[src/rtl/ps2_scancode_decoder.sv]
// PS/2 set-2 make-code to ASCII decoder with a ready/valid output buffer.
// Define PS2_DECODER_FIFO_EN for a FIFO_DEPTH-entry FIFO; otherwise a single holding register.
module ps2_scancode_decoder #(
  parameter int unsigned FIFO_DEPTH = 4
) (
  input  logic       clk,
  input  logic       rst_n,
  input  logic [7:0] ps2_received_data,
  input  logic       ps2_received_data_strb,
  output logic [7:0] char_data,
  output logic       char_valid,
  input  logic       char_ready,
  output logic       char_dropped
);

  typedef enum logic [1:0] {
    S_IDLE,
    S_EXT,
    S_BREAK,
    S_EXT_BREAK
  } state_t;

  localparam logic [7:0] CODE_EXT   = 8'hE0;
  localparam logic [7:0] CODE_BREAK = 8'hF0;

  if (FIFO_DEPTH < 2 || FIFO_DEPTH > 16 || (FIFO_DEPTH & (FIFO_DEPTH - 1)) != 0) begin : g_bad_depth
    $error("FIFO_DEPTH must be a power of two in 2..16");
  end

  // Returns {hit, ascii} for a set-2 make code.
  function automatic logic [8:0] map_code(input logic [7:0] code);
    logic [8:0] r;
    case (code)
      8'h1C: r = {1'b1, 8'h41};  8'h32: r = {1'b1, 8'h42};
      8'h21: r = {1'b1, 8'h43};  8'h23: r = {1'b1, 8'h44};
      8'h24: r = {1'b1, 8'h45};  8'h2B: r = {1'b1, 8'h46};
      8'h34: r = {1'b1, 8'h47};  8'h33: r = {1'b1, 8'h48};
      8'h43: r = {1'b1, 8'h49};  8'h3B: r = {1'b1, 8'h4A};
      8'h42: r = {1'b1, 8'h4B};  8'h4B: r = {1'b1, 8'h4C};
      8'h3A: r = {1'b1, 8'h4D};  8'h31: r = {1'b1, 8'h4E};
      8'h44: r = {1'b1, 8'h4F};  8'h4D: r = {1'b1, 8'h50};
      8'h15: r = {1'b1, 8'h51};  8'h2D: r = {1'b1, 8'h52};
      8'h1B: r = {1'b1, 8'h53};  8'h2C: r = {1'b1, 8'h54};
      8'h3C: r = {1'b1, 8'h55};  8'h2A: r = {1'b1, 8'h56};
      8'h1D: r = {1'b1, 8'h57};  8'h22: r = {1'b1, 8'h58};
      8'h35: r = {1'b1, 8'h59};  8'h1A: r = {1'b1, 8'h5A};
      8'h45: r = {1'b1, 8'h30};  8'h16: r = {1'b1, 8'h31};
      8'h1E: r = {1'b1, 8'h32};  8'h26: r = {1'b1, 8'h33};
      8'h25: r = {1'b1, 8'h34};  8'h2E: r = {1'b1, 8'h35};
      8'h36: r = {1'b1, 8'h36};  8'h3D: r = {1'b1, 8'h37};
      8'h3E: r = {1'b1, 8'h38};  8'h46: r = {1'b1, 8'h39};
      8'h29: r = {1'b1, 8'h20};  8'h5A: r = {1'b1, 8'h0D};
      default: r = 9'h000;
    endcase
    return r;
  endfunction

  state_t     state;
  logic       hit;
  logic [7:0] ascii;
  logic       push_req;
  logic       pop;
  logic       push_ok;
  logic       drop;

  always_comb begin
    {hit, ascii} = map_code(ps2_received_data);
    push_req     = ps2_received_data_strb && (state == S_IDLE) && hit;
    pop          = char_valid && char_ready;
  end

  // Prefix tracking: E0 marks extended keys, F0 marks a release.
  always_ff @(posedge clk or negedge rst_n) begin
    if (!rst_n) begin
      state <= S_IDLE;
    end else if (ps2_received_data_strb) begin
      case (state)
        S_IDLE: begin
          if (ps2_received_data == CODE_EXT)        state <= S_EXT;
          else if (ps2_received_data == CODE_BREAK) state <= S_BREAK;
        end
        S_EXT: begin
          if (ps2_received_data == CODE_BREAK)      state <= S_EXT_BREAK;
          else if (ps2_received_data != CODE_EXT)   state <= S_IDLE;
        end
        default: state <= S_IDLE;
      endcase
    end
  end

`ifdef PS2_DECODER_FIFO_EN
  localparam int unsigned AW = $clog2(FIFO_DEPTH);
  localparam int unsigned CW = AW + 1;

  logic [7:0]    mem [FIFO_DEPTH];
  logic [AW-1:0] rd_ptr;
  logic [AW-1:0] wr_ptr;
  logic [AW-1:0] rd_next;
  logic [CW-1:0] count;
  logic [CW-1:0] remaining;
  logic          full;

  always_comb begin
    full      = (count == CW'(FIFO_DEPTH));
    push_ok   = push_req && (!full || pop);
    drop      = push_req && full && !pop;
    rd_next   = rd_ptr + AW'(pop);
    remaining = count - CW'(pop);
  end

  always_ff @(posedge clk) begin
    if (push_ok) mem[wr_ptr] <= ascii;
  end

  // Output head is registered; a push into an empty buffer bypasses the array.
  always_ff @(posedge clk or negedge rst_n) begin
    if (!rst_n) begin
      rd_ptr       <= '0;
      wr_ptr       <= '0;
      count        <= '0;
      char_data    <= 8'h00;
      char_valid   <= 1'b0;
      char_dropped <= 1'b0;
    end else begin
      rd_ptr       <= rd_next;
      wr_ptr       <= wr_ptr + AW'(push_ok);
      count        <= remaining + CW'(push_ok);
      char_valid   <= (remaining != '0) || push_ok;
      char_dropped <= drop;
      if (remaining != '0)  char_data <= mem[rd_next];
      else if (push_ok)     char_data <= ascii;
    end
  end
`else
  always_comb begin
    push_ok = push_req && (!char_valid || pop);
    drop    = push_req && char_valid && !pop;
  end

  // Single holding register.
  always_ff @(posedge clk or negedge rst_n) begin
    if (!rst_n) begin
      char_data    <= 8'h00;
      char_valid   <= 1'b0;
      char_dropped <= 1'b0;
    end else begin
      char_valid   <= push_ok || (char_valid && !pop);
      char_dropped <= drop;
      if (push_ok) char_data <= ascii;
    end
  end
`endif

endmodule

[config.mk]
export PLATFORM = sky130hd
export DESIGN_NAME = ps2_scancode_decoder
export DESIGN_NICKNAME = d
export VERILOG_FILES = /design/src/rtl/ps2_scancode_decoder.sv
export SDC_FILE = /design/constraint.sdc
export NUM_CORES = 1
export LEC_CHECK = 0
export ABC_AREA = 1
export CAP_MARGIN = 20
export CORE_ASPECT_RATIO = 2
export CORE_MARGIN = 3
export CORE_UTILIZATION = 54
export DETAILED_ROUTE_END_ITERATION = 8
export GPL_TIMING_DRIVEN = 0
export PLACE_DENSITY = 0.9
export SYNTH_ARGS = -nofsm -noshare
export SYNTH_HDL_FRONTEND = slang
export SYNTH_SLANG_ARGS = --single-unit
[constraint.sdc]
create_clock -name clk -period 1.83 [get_ports clk]
set_clock_uncertainty 0.2 [all_clocks]
set_input_delay 0.2745 -clock clk [delete_from_list [all_inputs] [get_ports clk]]
set_output_delay 0.2745 -clock clk [all_outputs]
set_load 0.005 [all_outputs]
---- Yosys cells after proc, flatten, opt, wreduce, memory -nomap -nowiden ----
Memory sizes are Yosys's and may differ from the RTL's.
Index checks and enable logic that the tools add are counted.
word-level totals
  register bits ........................... 12
  ROM bits ................................ 1024
  bits of input ports ..................... 12
  output and inout bits ................... 10
  memories ................................ 1
memories
  name              words  bits a word  read ports  clocked after Yosys merged registers in  wr ports  RTL line  text
  (name not given)  128    8            1           0                                        0         33        case (code)
cells by class
  equality and inequality tests ........... 6
  mux-type cells .......................... 6
  reduce and logical (&&, ||, !) cells .... 13
operators with widths
  cell                                                  number
  equality test 8 bit (second input constant)           2
  2-to-1 mux 9 bit                                      1
  2-to-1 mux 2 bit                                      4
  != test 8 bit (second input constant)                 1
  logical AND 1 bit                                     7
  case mux 2 bit (2 select lines)                       1
  != test 3 x 1 -> 1 bit (second input constant)        1
  != test 3 bit (second input constant)                 1
  AND reduction 3 bit                                   1
  equality test 2 x 1 -> 1 bit (second input constant)  1
  zero test 1 bit                                       2
  zero test 2 bit                                       1
  logical OR 1 bit                                      2

---- Longest topological paths before layout ----
Gate-level depths: netlist of run 1.
  depth after elaboration ................. 5
  gate-level depth with buffers ........... 12
  depth with buffers taken out ............ 12

---- Least setup slack after synthesis of run 1 ----
No wires, ideal clock.
  path type ............................... input port to flip-flop
  start ................................... input ps2_received_data[1]
  end ..................................... register char_data[0]
  arrival time ............................ 1.339 ns
  setup slack ............................. 0.174 ns
  stages on the path ...................... 11
  cells stage by stage .................... inv_1 ha_1 nand2_2 nand3_1 nand2_2 inv_2 nand3_2 nand2_2 nand4_2 nand2_1 nand2_1
on the way
  word-level cells in the longest chain between the ends .. 4
ends and longest elaborated chain
  item                         RTL line  text
  start, declared              8         input logic [7:0] ps2_received_data,
  memory read (128 x 8 bit) *  --
  2-to-1 mux 9 bit *           33
  logical AND 1 bit            68        push_req = ps2_received_data_strb && (state == S_IDLE) && hit;
  logical AND 1 bit            136       push_ok = push_req && (!char_valid || pop);
  end signal, assigned         149       if (push_ok) char_data <= ascii;
  end, declared                10        output logic [7:0] char_data,
Mark *: on every way between the ends. The rest lies on a longest branch, timed or not.
A chain may end at the register's enable or synchronous reset.

---- Worst setup path after layout of run 1 ----
  start ................................... input ps2_received_data[7]
  end ..................................... register char_data[4]
on the way
  word-level cells in the longest chain between the ends .. 3
ends and longest elaborated chain
  item                RTL line
  2-to-1 mux 9 bit *  33
  logical AND 1 bit   68
  logical AND 1 bit   136
Marked as above.

==> flow_metrics.env, run 1 <==
export IMPL_status="completed"
export IMPL_cts_tree="yes"
export IMPL_finalHoldViolations=0
export IMPL_hold_path_class="primary input to asynchronous set/reset pin"
export IMPL_cp_end_kind="flip-flop"
export IMPL_start_util=0.585
export IMPL_hpwlAfterDp_um=3250
export IMPL_synth_cell_types=29
export IMPL_finalWeightedCongestion=0.982
export IMPL_vdd_drop_max_v=0.000269
export IMPL_slowest_delay_ps=430
export IMPL_grt_pass1_vias=1661
export IMPL_pre_cts_slack_ps=-763
export IMPL_clk_path_buf_depth=2
export IMPL_ys_seq_area_frac=0.193
export IMPL_arrival_ps=1730
export IMPL_cts_root_buf="clkbuf_8"
export IMPL_io_buffer_count=19
export IMPL_synth_nets=257
export IMPL_grt_setup_unrepaired="false"
export IMPL_drc=0
export IMPL_setup_violations=0
export IMPL_cts_buffers=3
export IMPL_timing_final_crit_share=0.959
export IMPL_syn_area_mm2=0.00143
export IMPL_grt_pass1_wl_um=6840
export IMPL_crit_type="primary input to flip-flop"
export IMPL_fmax_mhz=570
export IMPL_core_region_area_mm2=0.00244
export IMPL_htree_num_levels=1
export IMPL_cap_violations=0
export IMPL_yosys_warnings=0
export IMPL_tns_ps=0
export IMPL_synth_edff_count=0
export IMPL_final_layout_size_suffix_gt1_frac=0.178
export IMPL_leakagePower_nw=0.945
export IMPL_setup_ws_ps=75.4
export IMPL_die_height_um=78.7
export IMPL_clk_latency_ps=240
export IMPL_drt_iter0_markers=47
export IMPL_regArea_um2=275
export IMPL_dieArea_mm2=0.00333
export IMPL_synthCells=238
export IMPL_slew_violations=0
export IMPL_final_core_util=0.733
export IMPL_clock_sinks=11
export IMPL_crit_chain="clkdlybuf4s50_1 -> inv_1 -> nand2_1 -> nor2_1 -> nand3_4 -> nor2_8 -> nand2_1 -> nand2_1"
export IMPL_slowest_stage="clkdlybuf4s50_1"
export IMPL_globalRouteTotalUtil=0.264
export IMPL_ant_nets=0
export IMPL_crit_fanout=8
export IMPL_avgRoutedWirePerCell_um=14.0
export IMPL_via_per_inst=5.54
export IMPL_cp_common_cell="nand2_1"
export IMPL_fin_nets=284
export IMPL_synth_avg_cell_area_um2=6.00
export IMPL_io_pins=22
export IMPL_cts_reportedPaths_clkPinSlew_ps=50
export IMPL_num_antenna_cells=0
export IMPL_totalWireLength_um=4080
export IMPL_final_min_clock_period_ps=1750
export IMPL_synth_seq_cells=11
export IMPL_grt_overflow_total=0
export IMPL_firstDrtPassIters=4
export IMPL_synthFlopType="dfrtp_1"
export IMPL_required_ps=1800
export IMPL_synthToLayoutAreaGrowth_pct=25.2
export IMPL_row_count=25
export IMPL_async_flop_share=1.00
export IMPL_num_vias=1611
export IMPL_grt_antenna_before_repair=0
export IMPL_nFillCells=214
export IMPL_fp_dieW_um=42.4
export IMPL_start_kind="primary input"
export IMPL_multi_input_area_mm2=0.00105
export IMPL_reg2reg_setup_slack_ps=230
export IMPL_power_mw=1.14
export IMPL_grt_max_degree=12
export IMPL_p_per_area_mw_per_mm2=635
-- metrics by stage --
step	hold WS [ps]	instances	area, µm²
final	156	291	1790
after CTS	169	291	1780
after global placement	261	284	1650
after global routing	211	291	1790
after floorplan	-221	238	1430
after detailed placement	265	284	1650
-- metal layers --
metal | vias up | GRT usage | routed length, µm
li1 | 815 | - | -
met1 | 712 | 0.212 | 1310
met2 | 59 | 0.517 | 2330
met3 | 25 | 0.0363 | 178
met4 | 0 | 0.224 | 252
met5 | - | 0 | 0
-- report_power, final --
part	leakage (nW)	internal (mW)	switching, mW
logic	0.776	0.248	0.293
registers	0.146	0.311	0.0414
clock network	0.0228	0.153	0.0891
-- worst paths after layout --
kind	start	depth (start not counted)	to
worst max-delay path	ps2_received_data[7]	8	char_data[4]$_DFFE_PN0P_
worst min-delay path	rst_n	1	char_data[0]$_DFFE_PN0P_
worst max register to register	state[1]$_DFFE_PN0P_	7	char_data[4]$_DFFE_PN0P_
worst min register to register	char_data[2]$_DFFE_PN0P_	2	char_data[2]$_DFFE_PN0P_
max in group asynchronous	rst_n	1	char_data[4]$_DFFE_PN0P_
min in group clk	ps2_received_data[6]	6	char_data[2]$_DFFE_PN0P_
-- cell usage in the layout (no fill, tap or decap), types with 3 or more instances in the layout --
| master | instances |
|---|---|
| buf_4 | 5 |
| o211ai_1 | 3 |
| o21ai_0 | 10 |
| dlygate4sd2_1 | 3 |
| nor2_1 | 11 |
| nand2_4 | 6 |
| clkbuf_8 | 3 |
| nand2_1 | 90 |
| a21oi_1 | 11 |
| inv_1 | 17 |
| buf_2 | 3 |
| dfrtp_1 | 11 |
| nand2_2 | 5 |
| inv_2 | 5 |
| buf_6 | 4 |
| nand3_1 | 35 |
| clkdlybuf4s50_1 | 13 |
| ha_1 | 4 |
-- synth_stat cells (2+ instances only) --
cell / n / area (µm²)
dfrtp_1: 11 / 275
o21ai_1: 2 / 10.0
nor2_2: 2 / 12.5
nand3_2: 2 / 20.0
buf_4: 5 / 37.5
buf_6: 2 / 22.5
o21ai_0: 10 / 50.1
nand3_1: 35 / 175
inv_1: 20 / 75.1
nand2_2: 8 / 50.1
nor2_1: 11 / 41.3
nand2_4: 2 / 22.5
ha_1: 7 / 87.6
o211ai_1: 3 / 22.5
nor3_1: 2 / 10.0
nand2_1: 91 / 342
inv_2: 3 / 11.3
a21oi_1: 11 / 55.1
-- worst max-delay path, delay by kind of cell --
family | cells | cell delay, ps
buffers and inverters | 2 | 640
and+or+nand+nor | 6 | 800
-- logic make-up (layout without fill, tap and decap cells) --
kind of cell	after synthesis	in the layout	share of synthesized area
and+or+nand+nor	159	159	0.521
buffers and inverters	33	59	0.120
AOI/OAI and AO/OA	27	27	0.103
DFF	11	11	0.193
adders and majority gates	7	7	0.0613
other	1	1	0.00263
-- repair_timing --
item / CTS / global route
endpoints found under the setup margin: 11 / 9
gates cloned: 0 / 0
hold buffers: 0 / 0
buffers inserted: 3 / 0
pin swaps: 2 / 1
resized for setup: 27 / 4
-- flip-flops by register name, summed over array words and instances (netlist names) --
| signal | count |
|---|---|
| char_dropped | 1 |
| state | 2 |
| char_valid | 1 |
| char_data | 7 |
-- layout make-up --
class	count	share of cell area
clock buffer	4	0.0252
multi-input combinational	194	0.586
timing repair buffer	22	0.115
inverter	25	0.0609
tap	27	0.0189
sequential	11	0.154
buffer	8	0.0406
Power figures use the tool's default switching activity.
==> run 2: changes to the inputs <==
--- a/config.mk
+++ b/config.mk
@@ -6,7 +6,7 @@
 export NUM_CORES = 1
 export LEC_CHECK = 0
 export ABC_AREA = 1
-export CAP_MARGIN = 20
+export CAP_MARGIN = 10
 export CORE_ASPECT_RATIO = 2
 export CORE_MARGIN = 3
 export CORE_UTILIZATION = 54
==> results of run 2 <==
No change in the layout: final DEF, timing and power equal those of run 1.
==> run 3: changes to the inputs <==
--- a/config.mk
+++ b/config.mk
@@ -9,10 +9,10 @@
 export CAP_MARGIN = 10
 export CORE_ASPECT_RATIO = 2
 export CORE_MARGIN = 3
-export CORE_UTILIZATION = 54
+export CORE_UTILIZATION = 51
+export CTS_BUF_LIST = sky130_fd_sc_hd__clkbuf_16
 export DETAILED_ROUTE_END_ITERATION = 8
-export GPL_TIMING_DRIVEN = 0
-export PLACE_DENSITY = 0.9
+export PLACE_DENSITY = 0.86
 export SYNTH_ARGS = -nofsm -noshare
 export SYNTH_HDL_FRONTEND = slang
 export SYNTH_SLANG_ARGS = --single-unit
==> flow_metrics.env, run 3 (synthesis gave the netlist of run 1 again) <==
export IMPL_hold_path_class="primary input to asynchronous set/reset pin"
export IMPL_cts_tree="yes"
export IMPL_num_antenna_cells=0
export IMPL_final_min_clock_period_ps=1750
export IMPL_ant_nets=0
export IMPL_io_buffer_count=20
export IMPL_setup_ws_ps=80.3
export IMPL_synthToLayoutAreaGrowth_pct=52.2
export IMPL_required_ps=1810
export IMPL_io_pins=22
export IMPL_power_mw=1.44
export IMPL_grt_setup_unrepaired="true"
export IMPL_slew_limit_headroom=0.666
export IMPL_dpl_cell_area_mm2=0.00185
export IMPL_grt_max_degree=12
export IMPL_r2r_start="state[0]$_DFFE_PN0P_"
export IMPL_fin_cells=320
export IMPL_top_register="char_data"
export IMPL_final_core_util=0.835
export IMPL_drc=0
export IMPL_cap_violations=0
export IMPL_finalHoldViolations=0
export IMPL_finalWeightedCongestion=1.01
export IMPL_cp_end_kind="flip-flop"
export IMPL_grt_busiest_layer="met2"
export IMPL_worst_pin_slew_ps=500
export IMPL_start_kind="primary input"
export IMPL_top_regs="char_data x7, state x2"
export IMPL_cts_buffers=3
export IMPL_place_inst=310
export IMPL_crit_chain="dlygate4sd2_1 -> bufbuf_16 -> nor2_2 -> nor2_1 -> nand2_1 -> nand3_2 -> nand2_4 -> nand3_4 -> nor2_8 -> nand2_1 -> nand2_1"
export IMPL_die_height_um=80.8
export IMPL_clock_sinks=11
export IMPL_arrival_ps=1730
export IMPL_dieArea_mm2=0.00351
export IMPL_clk_path_buf_depth=2
export IMPL_tns_ps=0
export IMPL_cts_root_buf="clkbuf_16"
export IMPL_crit_type="primary input to flip-flop"
export IMPL_grt_util_met1=0.335
export IMPL_clk_latency_ps=240
export IMPL_setup_violations=0
export IMPL_slew_violations=0
export IMPL_grt_pass1_vias=1908
export IMPL_whs_ps=174
export IMPL_globalRouteTotalUtil=0.343
export IMPL_row_count=26
export IMPL_timing_final_crit_share=0.956
export IMPL_final_common_cell="nand2_1"
export IMPL_cp_common_cell="nand2_1"
export IMPL_final_cell_mix="nand2_1 (80), nand3_1 (34), buf_4 (30), inv_1 (17), nand2_2 (15)"
export IMPL_totalWireLength_um=5800
export IMPL_critPathLaunch="ps2_received_data[2]"
export IMPL_largest_reg_flops=7
export IMPL_crit_fanout=7
export IMPL_grt_antenna_before_repair=0
export IMPL_vdd_drop_max_v=0.000744
export IMPL_leakagePower_nw=1.14
export IMPL_final_layout_size_suffix_gt1_frac=0.332
export IMPL_slowest_delay_ps=280
export IMPL_grt_overflow_total=0
export IMPL_slowest_stage="bufbuf_16"
export IMPL_hpwlAfterDp_um=3700
export IMPL_core_region_area_mm2=0.00260
export IMPL_start_util=0.549
export IMPL_fmax_mhz=572
export IMPL_num_vias=1901
export IMPL_p_per_area_mw_per_mm2=661
export IMPL_final_area_mm2=0.00217
export IMPL_htree_num_levels=1
export IMPL_firstDrtPassIters=5
export IMPL_grt_met3_usage=0.0443
export IMPL_fp_dieW_um=43.4
export IMPL_via_per_inst=5.94
export IMPL_status="completed"
export IMPL_cts_reportedPaths_clkPinSlew_ps=40
export IMPL_avgRoutedWirePerCell_um=18.1
export IMPL_drt_iter0_markers=101
export IMPL_grt_pass1_wl_um=9000
export IMPL_grt_use_met2=0.642
export IMPL_fin_nets=312
export IMPL_pre_cts_slack_ps=-485
## run 3: changes by cell type in the layout (fill, tap and decap cells not counted), moves of 3 or more
| cell | previous run | this run |
|---|---|---|
| nor2_2 | 1 | 5 |
| buf_2 | 3 | 0 |
| a21oi_2 | 0 | 5 |
| nand2_1 | 90 | 80 |
| clkbuf_16 | 0 | 3 |
| buf_4 | 5 | 30 |
| nor2_1 | 11 | 8 |
| nand2_2 | 5 | 15 |
| a21oi_1 | 11 | 6 |
| clkbuf_8 | 3 | 0 |
## run 3: worst max-delay path, delay by kind of cell
kind | cells | cell delay [ps]
buffers and inverters | 2 | 550
and+or+nand+nor | 9 | 900
## run 3: power by group
part,leakage (nW),internal (mW),total [mW],switching [mW]
clock,0.0423,0.286,0.392,0.106
combinational,0.956,0.321,0.683,0.362
sequential,0.146,0.311,0.361,0.0494
total,1.14,0.919,1.44,0.517
## run 3: worst paths after layout
check                                            to  slack (ps)  depth (start not counted)
setup / recovery           char_data[5]$_DFFE_PN0P_          80                         11
hold / removal             char_data[3]$_DFFE_PN0P_         170                          1
setup reg to reg           char_data[5]$_DFFE_PN0P_         130                          7
hold reg to reg            char_data[4]$_DFFE_PN0P_         290                          2
max in group asynchronous      state[0]$_DFFE_PN0P_         920                          1
min in group clk           char_data[4]$_DFFE_PN0P_         290                          2
## run 3: routing by layer
metal / routed length, µm / vias to the layer above
met5: 0 / -
li1: - / 871
met2: 3130 / 107
met3: 339 / 39
met1: 1860 / 884
met4: 471 / 0
## run 3: area by class of cell
cell class | instances | area, µm²
timing repair buffer | 58 | 541
tap | 28 | 35.0
fill | 161 | 429
multi-input combinational | 194 | 1130
clock inverter | 1 | 3.75
sequential | 11 | 275
inverter | 25 | 111
clock buffer | 3 | 75.1
## run 3: timing repair
item,in CTS,in global routing
hold buffers,0,0
setup buffers,5,0
gates cloned,1,0
pin swaps,5,7
gates resized for setup,25,34
endpoints found under the setup margin,11,11
